`src/rtl/demux1x8_deser_pkg.sv`:
```
// Shared constants for the 1-to-8 serial demultiplexer/deserializer.
package demux1x8_deser_pkg;

    localparam int unsigned NLANES = 8;
    localparam int unsigned SLOT_W = 3;

    localparam logic [SLOT_W-1:0] LAST_SLOT = SLOT_W'(NLANES - 1);

    localparam logic [0:0] IDLE    = 1'b0;
    localparam logic [0:0] COLLECT = 1'b1;

endpackage

```
`src/rtl/demux1x8_deser_slot_decoder.sv`:
```
// 3-to-8 one-hot slot decode with enable: onehot_o[k] = en_i & (s_i == k).
module demux1x8_deser_slot_decoder
    import demux1x8_deser_pkg::*;
(
    input  logic              en_i,
    input  logic [SLOT_W-1:0] s_i,
    output logic [NLANES-1:0] onehot_o
);

    logic [SLOT_W-1:0] s_n;

    not u_n0 (s_n[0], s_i[0]);
    not u_n1 (s_n[1], s_i[1]);
    not u_n2 (s_n[2], s_i[2]);

    and u_a0 (onehot_o[0], en_i, s_n[2],  s_n[1],  s_n[0]);
    and u_a1 (onehot_o[1], en_i, s_n[2],  s_n[1],  s_i[0]);
    and u_a2 (onehot_o[2], en_i, s_n[2],  s_i[1],  s_n[0]);
    and u_a3 (onehot_o[3], en_i, s_n[2],  s_i[1],  s_i[0]);
    and u_a4 (onehot_o[4], en_i, s_i[2],  s_n[1],  s_n[0]);
    and u_a5 (onehot_o[5], en_i, s_i[2],  s_n[1],  s_i[0]);
    and u_a6 (onehot_o[6], en_i, s_i[2],  s_i[1],  s_n[0]);
    and u_a7 (onehot_o[7], en_i, s_i[2],  s_i[1],  s_i[0]);

endmodule

```
`src/rtl/demux1x8_deser.sv`:
```
// 1-to-8 time-division demultiplexer: collects slot bits 0..7 into a word
// and presents it with a valid/ready handshake plus overrun/resync pulses.
module demux1x8_deser
    import demux1x8_deser_pkg::*;
(
    input  logic              clk,
    input  logic              rst,
    input  logic              en,
    input  logic              frame,
    input  logic              din,
    input  logic              ready,
    output logic [0:NLANES-1] d,
    output logic              valid,
    output logic [SLOT_W-1:0] s,
    output logic              overrun,
    output logic              sync_err
);

    logic [0:0]        state_q, state_d;
    logic [SLOT_W-1:0] s_q, s_d;
    logic [0:NLANES-1] shadow_q, shadow_d;
    logic [0:NLANES-1] d_q, d_d;
    logic              valid_q, valid_d;
    logic              overrun_q, overrun_d;
    logic              sync_err_q, sync_err_d;

    logic              lane_en;
    logic [SLOT_W-1:0] lane_sel;
    logic [NLANES-1:0] lane_we;

    // A frame bit always lands in lane 0, whatever slot was pending.
    assign lane_en  = en & (frame | (state_q == COLLECT));
    assign lane_sel = frame ? '0 : s_q;

    demux1x8_deser_slot_decoder u_slot_decoder (
        .en_i     (lane_en),
        .s_i      (lane_sel),
        .onehot_o (lane_we)
    );

    always_ff @(posedge clk or posedge rst) begin
        if (rst) begin
            state_q    <= IDLE;
            s_q        <= '0;
            shadow_q   <= '0;
            d_q        <= '0;
            valid_q    <= 1'b0;
            overrun_q  <= 1'b0;
            sync_err_q <= 1'b0;
        end else begin
            state_q    <= state_d;
            s_q        <= s_d;
            shadow_q   <= shadow_d;
            d_q        <= d_d;
            valid_q    <= valid_d;
            overrun_q  <= overrun_d;
            sync_err_q <= sync_err_d;
        end
    end

    always_comb begin
        state_d    = state_q;
        s_d        = s_q;
        shadow_d   = shadow_q;
        d_d        = d_q;
        valid_d    = valid_q;
        overrun_d  = 1'b0;
        sync_err_d = 1'b0;

        if (valid_q && ready) begin
            valid_d = 1'b0;
        end

        if (en && frame) begin
            sync_err_d = (state_q == COLLECT);
            shadow_d   = '0;
            s_d        = SLOT_W'(1);
            state_d    = COLLECT;
        end else if (en && (state_q == COLLECT)) begin
            s_d = s_q + SLOT_W'(1);
            if (s_q == LAST_SLOT) begin
                state_d = IDLE;
                // A held word blocks the new one unless it is consumed now.
                if (valid_q && !ready) begin
                    overrun_d = 1'b1;
                end else begin
                    d_d     = {shadow_q[0:NLANES-2], din};
                    valid_d = 1'b1;
                end
            end
        end

        for (int unsigned k = 0; k < NLANES; k++) begin
            if (lane_we[k]) begin
                shadow_d[k] = din;
            end
        end
    end

    assign d        = d_q;
    assign valid    = valid_q;
    assign s        = s_q;
    assign overrun  = overrun_q;
    assign sync_err = sync_err_q;

endmodule

```
`config.mk`:
```
export PLATFORM = sky130hd
export DESIGN_NAME = demux1x8_deser
export DESIGN_NICKNAME = d
export VERILOG_FILES = /design/src/rtl/demux1x8_deser_pkg.sv /design/src/rtl/demux1x8_deser_slot_decoder.sv /design/src/rtl/demux1x8_deser.sv
export SDC_FILE = /design/constraint.sdc
export NUM_CORES = 1
export LEC_CHECK = 0
export ABC_AREA = 0
export ABC_CLOCK_PERIOD_IN_PS = 1500
export CAP_MARGIN = 20
export CELL_PAD_IN_SITES_DETAIL_PLACEMENT = 0
export CELL_PAD_IN_SITES_GLOBAL_PLACEMENT = 1
export CORE_MARGIN = 3
export CORE_UTILIZATION = 36
export CTS_CLUSTER_SIZE = 10
export DETAILED_ROUTE_END_ITERATION = 10
export PLACE_DENSITY_LB_ADDON = 0.1
export SLEW_MARGIN = 20
export SYNTH_ARGS = -nofsm -noshare
export SYNTH_HDL_FRONTEND = slang
export SYNTH_SLANG_ARGS = --single-unit
```
`constraint.sdc`:
```
create_clock -name clk -period 1.5 [get_ports clk]
set_clock_uncertainty 0.05 [all_clocks]
set_input_delay 0.225 -clock clk [delete_from_list [all_inputs] [get_ports clk]]
set_output_delay 0.225 -clock clk [all_outputs]
set_load 0.05 [all_outputs]
```
==> impl_metrics.env, run 1 <==
export IMPL_synthTopCellsByArea="dfrtp_1 54%, mux2_4 12%, mux2i_1 5.9%"
export IMPL_final_cell_mix="19 x dfrtp_1, 14 x buf_12, 11 x buf_4"
export IMPL_drive_gt1_frac=0.495
export IMPL_grt_pass1_wl_um=3250
export IMPL_dieWidth_um=59.0
export IMPL_syn_nets=83
export IMPL_min_period_ps=1520
export IMPL_num_vias=676
export IMPL_io_pins=20
export IMPL_n_fill_cell=226
export IMPL_grt_overflow=0
export IMPL_yosysWarningCount=0
export IMPL_postSynthCellCount=75
export IMPL_async_flop_share=1.00
export IMPL_clk_latency_ps=310
export IMPL_multi_input_area_um2=473
export IMPL_slowest_stage="dfrtp_2"
export IMPL_ir_worst_vdd_v=0.00107
export IMPL_max_freq_ghz=0.659
export IMPL_fp_dieH_um=59.0
export IMPL_path_buf_inv=1
export IMPL_power_mw=1.76
export IMPL_drt_antenna_violating_nets=0
export IMPL_critPathMaxFanout=8
export IMPL_track_usage=0.126
export IMPL_routed_via_density=5.01
export IMPL_io_buffers=19
export IMPL_setup_slack_ps=-18.6
export IMPL_clock_sink_count=22
export IMPL_cts_tree="yes"
export IMPL_grt_max_degree=23
export IMPL_critPathLaunchType="flop"
export IMPL_routedWlPerCell_um=13.7
export IMPL_ys_types=27
export IMPL_core_area_um2=2570
export IMPL_setup_worst_path_end_class="flop"
export IMPL_regArea_um2=554
export IMPL_finalCritPeriodShare=1.01
export IMPL_gp_congestion=0.749
export IMPL_crit_required_ps=1650
export IMPL_cts_max_level=1
export IMPL_path_common_cell="ha_4"
export IMPL_drv_slew=0
export IMPL_synth_edf_count=0
export IMPL_drv_cap=0
export IMPL_dieArea_um2=3480
export IMPL_clockRootBuffer="clkbuf_4"
export IMPL_syn_area_um2=1010
export IMPL_antenna_found_initial=0
export IMPL_worst_slew_pin_slew_ps=398
export IMPL_cts_clk_slew_worst_paths_ps=130
export IMPL_detailed_place_hpwl_um=1320
export IMPL_fin_setup_tns_ps=-26.3
export IMPL_drt_initial_drc_count=12
export IMPL_outcome="finished with violations"
export IMPL_path_cells="ha_4 > ha_4 > nand4b_4 > nor2b_4 > buf_12 > mux2_4"
export IMPL_synth_seq_cells=22
export IMPL_rows=18
export IMPL_cts_hold_fix_buffers=0
export IMPL_hold_violations=0
export IMPL_layout_nets=114
export IMPL_ys_flop_type="dfrtp_1"
export IMPL_initial_core_util=0.394
export IMPL_num_antenna_cells=0
export IMPL_grt_pass1_vias=657
export IMPL_drt_wl_total_um=1840
export IMPL_worst_ep_arrival_time_ps=1670
export IMPL_p_per_area_nw_per_um2=1140
export IMPL_rsz0062_at_grt="true"
export IMPL_placed_cells=130
export IMPL_cts_path_max_buffers=2
export IMPL_min_path_type="in -> async"
export IMPL_final_cells=135
export IMPL_setup_viol=4
export IMPL_dr_pass1_iters=4
export IMPL_slew_headroom=0.732
export IMPL_layout_commonest_cell="dfrtp_1"
export IMPL_final_util=0.599
export IMPL_synth_largest_area_cell="dfrtp_1"
export IMPL_drc=0
export IMPL_yosysSeqAreaShare=0.544
export IMPL_cp_top_family="flip-flops"
export IMPL_violations="setup timing"
export IMPL_max_stage_delay_ps=400
export IMPL_path_class="reg -> reg"
export IMPL_syn2layout_area_growth_pct=51.9
export IMPL_syn_area_per_cell_um2=13.5
export IMPL_numCtsBuffers=3
export IMPL_p_leak_nw=0.708
export IMPL_yosysTopAreaCellShare=0.544
==> kinds of logic (layout without fill, tap and decap cells) <==
logic type / after synthesis / in the layout / synth area share
AND/OR/NAND/NOR: 23 / 23 / 0.151
multiplexers: 15 / 15 / 0.189
AO/OA/AOI/OAI: 7 / 7 / 0.0544
adder cells (fa/ha/maj): 2 / 2 / 0.0247
flip-flops: 22 / 22 / 0.544
buffers and inverters: 6 / 36 / 0.0371
==> final timing paths <==
kind | from | end | slack [ps] | cells past startpoint
hold reg to reg | shadow_q[3]$_DFFE_PP0P_ | d[3]$_DFFE_PP0P_ | 460 | 1
setup / recovery | s[0]$_DFFE_PP0P_ | d[1]$_DFFE_PP0P_ | -20 | 6
setup reg to reg | s[0]$_DFFE_PP0P_ | d[1]$_DFFE_PP0P_ | -20 | 6
max in group asynchronous | rst | s[1]$_DFFE_PP0P_ | 970 | 3
hold / removal | rst | d[4]$_DFFE_PP0P_ | 180 | 3
min in group clk | shadow_q[3]$_DFFE_PP0P_ | d[3]$_DFFE_PP0P_ | 460 | 1
==> synth_stat cells (2+ instances only) <==
cell,count
dfrtp_1,22
nand2_1,9
mux2_4,8
mux2i_1,6
a22o_1,2
buf_4,2
ha_1,2
inv_1,2
nand3b_1,2
nor2_1,2
nor3b_1,2
==> worst min-delay path: cells and delay by family <==
| family | cells | cell delay [ps] |
|---|---|---|
| buffers and inverters | 3 | 720 |
==> where the power goes <==
part           internal, mW  switching, mW  leakage [nW]
Sequential            0.659         0.0576         0.288
Combinational         0.302          0.289         0.392
Clock                 0.270          0.180        0.0279
Total                  1.23          0.526         0.708
==> sequential cells by signal, indices dropped and copies added, names as in the netlist <==
name / flops
valid: 1
d: 8
overrun: 1
sync_err: 1
state_q: 1
shadow_q: 7
s: 3
==> cell type report <==
type / count / area share
sequential: 22 / 0.360
multi-input combinational: 47 / 0.308
timing repair buffer: 30 / 0.269
tap: 30 / 0.0244
clock inverter: 1 / 0.0195
clock buffer: 3 / 0.0146
inverter: 2 / 0.00488
==> metal layers <==
layer  vias to the layer above  routed length [um]  share of wire  global-route usage
met2                        17                 812           0.44               0.175
met1                       327                 916           0.50               0.188
met4                         0                  12         0.0065              0.0194
li1                        330                   -              -                   -
met5                         -                   0              0                   0
met3                         2                 103          0.056              0.0479
==> per-stage QoR <==
stage | area [um^2] | hold slack, ps | setup slack [ps]
2_1_floorplan | 1050 | 164 | -220
3_3_place_gp | 1460 | 428 | -179
3_5_place_dp | 1460 | 438 | -206
4_1_cts | 1530 | 183 | -23.7
5_1_grt | 1540 | 185 | -69.2
6_report | 1540 | 179 | -18.6
==> timing repair <==
item                                    in CTS  in global routing
pin swaps                                    0                  2
setup buffers                                1                  0
endpoints found under the setup margin       8                 11
endpoints found under the hold margin        0                  0
resized for setup                            1                  3
Note: power is estimated with default switching activity, not from simulation.
==> inputs of run 2 (changes only) <==
- ABC_CLOCK_PERIOD_IN_PS: 1500 -> not set
- SETUP_SLACK_MARGIN: not set -> 0.05
==> run 2 against run 1 <==
Against the previous run: the run still ends with setup timing left; largest cell class unchanged; via count stayed put; worst hold slack stayed put; global-route usage stayed put; combinational power hardly changed.
==> impl_metrics.env, run 2 (synthesis results as in run 1) <==
export IMPL_syn2layout_area_growth_pct=51.9
export IMPL_r2r_start="s[0]$_DFFE_PP0P_"
export IMPL_clockRootBuffer="clkbuf_4"
export IMPL_layout_commonest_cell="dfrtp_1"
export IMPL_r2r_setup_slack_ps=-20
export IMPL_outcome="finished with violations"
export IMPL_num_vias=676
export IMPL_finalHoldWorstSlack_ps=179
export IMPL_gp_congestion=0.749
export IMPL_power_mw=1.76
export IMPL_track_usage=0.126
export IMPL_initial_core_util=0.394
export IMPL_grt_pass1_wl_um=3250
export IMPL_clk_latency_ps=310
export IMPL_cts_tree="yes"
export IMPL_routedWlPerCell_um=13.7
export IMPL_max_freq_ghz=0.659
export IMPL_fp_dieH_um=59.0
export IMPL_p_per_area_nw_per_um2=1140
export IMPL_final_cell_mix="19 x dfrtp_1, 14 x buf_12, 11 x buf_4"
export IMPL_fin_setup_tns_ps=-26.3
export IMPL_cts_max_level=1
export IMPL_dieWidth_um=59.0
export IMPL_largest_reg_flops=8
export IMPL_setup_viol=4
export IMPL_dr_pass1_iters=4
export IMPL_io_buffers=19
export IMPL_n_fill_cell=226
export IMPL_min_path_type="in -> async"
export IMPL_numCtsBuffers=3
export IMPL_setup_worst_path_end_class="flop"
export IMPL_p_leak_nw=0.708
export IMPL_min_period_ps=1520
export IMPL_r2r_end="d[1]$_DFFE_PP0P_"
export IMPL_clock_sink_count=22
export IMPL_dieArea_um2=3480
export IMPL_crit_required_ps=1650
export IMPL_ir_worst_vdd_v=0.00107
export IMPL_drv_slew=0
export IMPL_drive_gt1_frac=0.495
export IMPL_num_antenna_cells=0
export IMPL_finalCritPeriodShare=1.01
export IMPL_path_class="reg -> reg"
export IMPL_violations="setup timing"
export IMPL_rows=18
export IMPL_drv_cap=0
export IMPL_drc=0
export IMPL_routed_via_density=5.01
export IMPL_rsz0062_at_grt="true"
export IMPL_hold_violations=0
export IMPL_grt_max_degree=23
export IMPL_layout_nets=114
export IMPL_slew_headroom=0.732
export IMPL_cts_clk_slew_worst_paths_ps=130
export IMPL_detailed_place_hpwl_um=1320
export IMPL_setup_slack_ps=-18.6
export IMPL_cts_hold_fix_buffers=0
export IMPL_worst_slew_pin_slew_ps=398
export IMPL_cts_path_max_buffers=2
export IMPL_drt_initial_drc_count=12
export IMPL_grt_pass1_vias=657
export IMPL_worst_ep_arrival_time_ps=1670
export IMPL_drt_antenna_violating_nets=0
export IMPL_antenna_found_initial=0
export IMPL_drt_wl_total_um=1840
export IMPL_critPathLaunchType="flop"
export IMPL_grt_overflow=0
export IMPL_core_area_um2=2570
export IMPL_worstRegToRegCells=6
export IMPL_critPathMaxFanout=8
export IMPL_io_pins=20
## run 2: area by class of cell
| class | count | area (um^2) | area share |
|---|---|---|---|
| Inverter | 2 | 7.51 | 0.00488 |
| Timing Repair Buffer | 30 | 413 | 0.269 |
| Clock inverter | 1 | 30.0 | 0.0195 |
| Tap cell | 30 | 37.5 | 0.0244 |
| Clock buffer | 3 | 22.5 | 0.0146 |
| Sequential cell | 22 | 554 | 0.360 |
| Multi-Input combinational cell | 47 | 473 | 0.308 |
## run 2: how the worst max path moves through the flow
| stage | endpoint | cells past startpoint | slack, ps | startpoint |
|---|---|---|---|---|
| final | d[1]$_DFFE_PP0P_ | 6 | -20 | s[0]$_DFFE_PP0P_ |
| after global routing | d[1]$_DFFE_PP0P_ | 6 | -70 | s[0]$_DFFE_PP0P_ |
| after CTS | d[1]$_DFFE_PP0P_ | 6 | -20 | s[1]$_DFFE_PP0P_ |
| after detailed placement | d[5]$_DFFE_PP0P_ | 5 | -210 | en |
| after floorplan | d[0]$_DFFE_PP0P_ | 6 | -220 | s[0]$_DFFE_PP0P_ |
| after global placement | d[6]$_DFFE_PP0P_ | 5 | -180 | en |
## run 2: where the power goes
part	internal (mW)	switching, mW
Combinational	0.302	0.289
Clock	0.270	0.180
Sequential	0.659	0.0576
## run 2: per-layer routing
metal,up-vias,global-route usage,share of wire
li1,330,-,-
met1,327,0.188,0.50
met2,17,0.175,0.44
met3,2,0.0479,0.056
met4,0,0.0194,0.0065
met5,-,0,0
## run 2: repair_timing
action                                 CTS  global route
setup buffers                            1             0
pin swaps                                0             2
resized for setup                        1             3
setup endpoints to repair                8            12
endpoints found under the hold margin    0             0
## run 2: metrics by stage
| step | std cells | utilization | area (um^2) | setup WS [ps] |
|---|---|---|---|---|
| after floorplan | 75 | - | 1050 | -220 |
| after CTS | 135 | 0.595 | 1530 | -23.7 |
| after global routing | 135 | 0.599 | 1540 | -69.2 |
| final | 135 | 0.599 | 1540 | -18.6 |
| after global placement | 130 | 0.570 | 1460 | -179 |
| after detailed placement | 130 | 0.570 | 1460 | -206 |
## run 2: worst max-delay path, stage by stage, from the launching register on
cell and delay, ps:
dfrtp_2 400, ha_4 140, ha_4 130, nand4b_4 100, nor2b_4 140, buf_12 140
mux2_4 300
==> inputs of run 3 (changes only) <==
- TNS_END_PERCENT: not set -> 20
==> run 3 against run 2 <==
Against the previous run: the flow still finishes with violations (setup timing); sequential power grew 0.6%; total power is 0.33% higher; utilization shrank 0.34 points; flip-flop and latch count stayed put; worst hold slack improved by 5.0 ps.
==> impl_metrics.env, run 3 (synthesis results as in run 1) <==
export IMPL_crit_required_ps=1660
export IMPL_slew_headroom=0.751
export IMPL_cts_hold_fix_buffers=0
export IMPL_track_usage=0.129
export IMPL_worst_slew_pin_slew_ps=370
export IMPL_routedWlPerCell_um=13.7
export IMPL_largest_reg_flops=8
export IMPL_syn2layout_area_growth_pct=51.1
export IMPL_drt_initial_drc_count=13
export IMPL_drt_antenna_violating_nets=0
export IMPL_fin_setup_tns_ps=-266
export IMPL_detailed_place_hpwl_um=1380
export IMPL_dieWidth_um=59.0
export IMPL_gp_congestion=0.714
export IMPL_violations="setup timing"
export IMPL_clock_sink_count=22
export IMPL_initial_core_util=0.394
export IMPL_hold_violations=0
export IMPL_max_freq_ghz=0.650
export IMPL_finalHoldWorstSlack_ps=184
export IMPL_critPathMaxFanout=8
export IMPL_max_stage_delay_ps=410
export IMPL_cts_path_max_buffers=2
export IMPL_p_leak_nw=0.708
export IMPL_num_vias=680
export IMPL_fp_dieH_um=59.0
export IMPL_finalCritPeriodShare=1.03
export IMPL_drive_gt1_frac=0.486
export IMPL_drv_cap=0
export IMPL_setup_viol=8
export IMPL_setup_slack_ps=-38.1
export IMPL_io_buffers=19
export IMPL_drc=0
export IMPL_io_pins=20
export IMPL_final_cell_mix="18 x dfrtp_1, 14 x buf_12, 11 x buf_4"
export IMPL_min_path_type="in -> async"
export IMPL_grt_overflow=0
export IMPL_layout_nets=114
export IMPL_n_fill_cell=217
export IMPL_cts_max_level=1
export IMPL_dieArea_um2=3480
export IMPL_critPathLaunchType="flop"
export IMPL_rsz0062_at_grt="true"
export IMPL_path_cells="ha_4 > ha_4 > nand4b_4 > nor2b_4 > buf_12 > mux2_4"
export IMPL_cts_clk_slew_worst_paths_ps=130
export IMPL_min_period_ps=1540
export IMPL_setup_worst_path_end_class="flop"
export IMPL_grt_pass1_wl_um=3280
export IMPL_multi_input_area_um2=463
export IMPL_ir_worst_vdd_v=0.000599
export IMPL_dr_pass1_iters=4
export IMPL_numCtsBuffers=3
export IMPL_worst_ep_arrival_time_ps=1690
export IMPL_cts_tree="yes"
export IMPL_path_common_cell="ha_4"
export IMPL_grt_pass1_vias=706
export IMPL_outcome="finished with violations"
export IMPL_antenna_found_initial=0
export IMPL_clockRootBuffer="clkbuf_4"
export IMPL_p_per_area_nw_per_um2=1150
export IMPL_path_buf_inv=1
export IMPL_drv_slew=0
export IMPL_slowest_stage="dfrtp_2"
export IMPL_routed_via_density=5.04
export IMPL_clk_latency_ps=310
export IMPL_core_area_um2=2570
export IMPL_grt_max_degree=23
export IMPL_cp_top_family="flip-flops"
export IMPL_path_class="reg -> reg"
export IMPL_rows=18
export IMPL_layout_commonest_cell="dfrtp_1"
export IMPL_drt_wl_total_um=1850
export IMPL_num_antenna_cells=0
export IMPL_regArea_um2=556
run 3: worst min-delay path, stage by stage:
cell and delay (ps):
clkdlybuf4s50_1 400, inv_1 50, buf_4 270
run 3: path summary, 6_finish.rpt:
| path | start | endpoint | slack [ps] | cells after the start |
|---|---|---|---|---|
| max | s[1]$_DFFE_PP0P_ | d[1]$_DFFE_PP0P_ | -40 | 6 |
| min | rst | shadow_q[1]$_DFFE_PP0P_ | 180 | 3 |
| max reg2reg | s[1]$_DFFE_PP0P_ | d[1]$_DFFE_PP0P_ | -40 | 6 |
| min reg2reg | shadow_q[6]$_DFFE_PP0P_ | d[6]$_DFFE_PP0P_ | 470 | 1 |
| max in group asynchronous | rst | state_q$_DFFE_PP0P_ | 990 | 3 |
| min in group clk | shadow_q[6]$_DFFE_PP0P_ | d[6]$_DFFE_PP0P_ | 470 | 1 |
run 3: layer usage:
layer / GRT usage / share of wire / up-vias
li1: - / - / 324
met3: 0.0283 / 0.060 / 5
met2: 0.196 / 0.46 / 22
met5: 0 / 0 / -
met1: 0.173 / 0.45 / 329
met4: 0.0680 / 0.022 / 0
run 3: power breakdown:
group	total [mW]	switching, mW	internal, mW
logic	0.584	0.283	0.301
registers	0.720	0.0612	0.659
clock network	0.458	0.188	0.270
run 3: repair_timing:
action / in CTS / in global routing
resized for setup: 1 / 2
setup buffers: 0 / 1
pin swaps: 0 / 0
endpoints found under the setup margin: 8 / 11
run 3: final cells by class:
cell class / instances / share of cell area
Clock buffer: 3 / 0.0147
Tap cell: 30 / 0.0245
Timing Repair Buffer: 30 / 0.270
Clock inverter: 1 / 0.0196
Inverter: 2 / 0.00491
Sequential cell: 22 / 0.363
Multi-Input combinational cell: 47 / 0.303
run 3: stage by stage:
stage               total power, mW  setup slack [ps]  std cells  instance area, um^2   util
finish                         1.76             -38.1        135                 1530  0.596
global route                   1.86             -85.6        135                 1530  0.596
CTS                            1.79             -46.6        134                 1520  0.592
detailed placement             1.32              -222        130                 1460  0.570
global placement               1.31              -195        130                 1460  0.570
floorplan                      1.04              -220         75                 1050      -
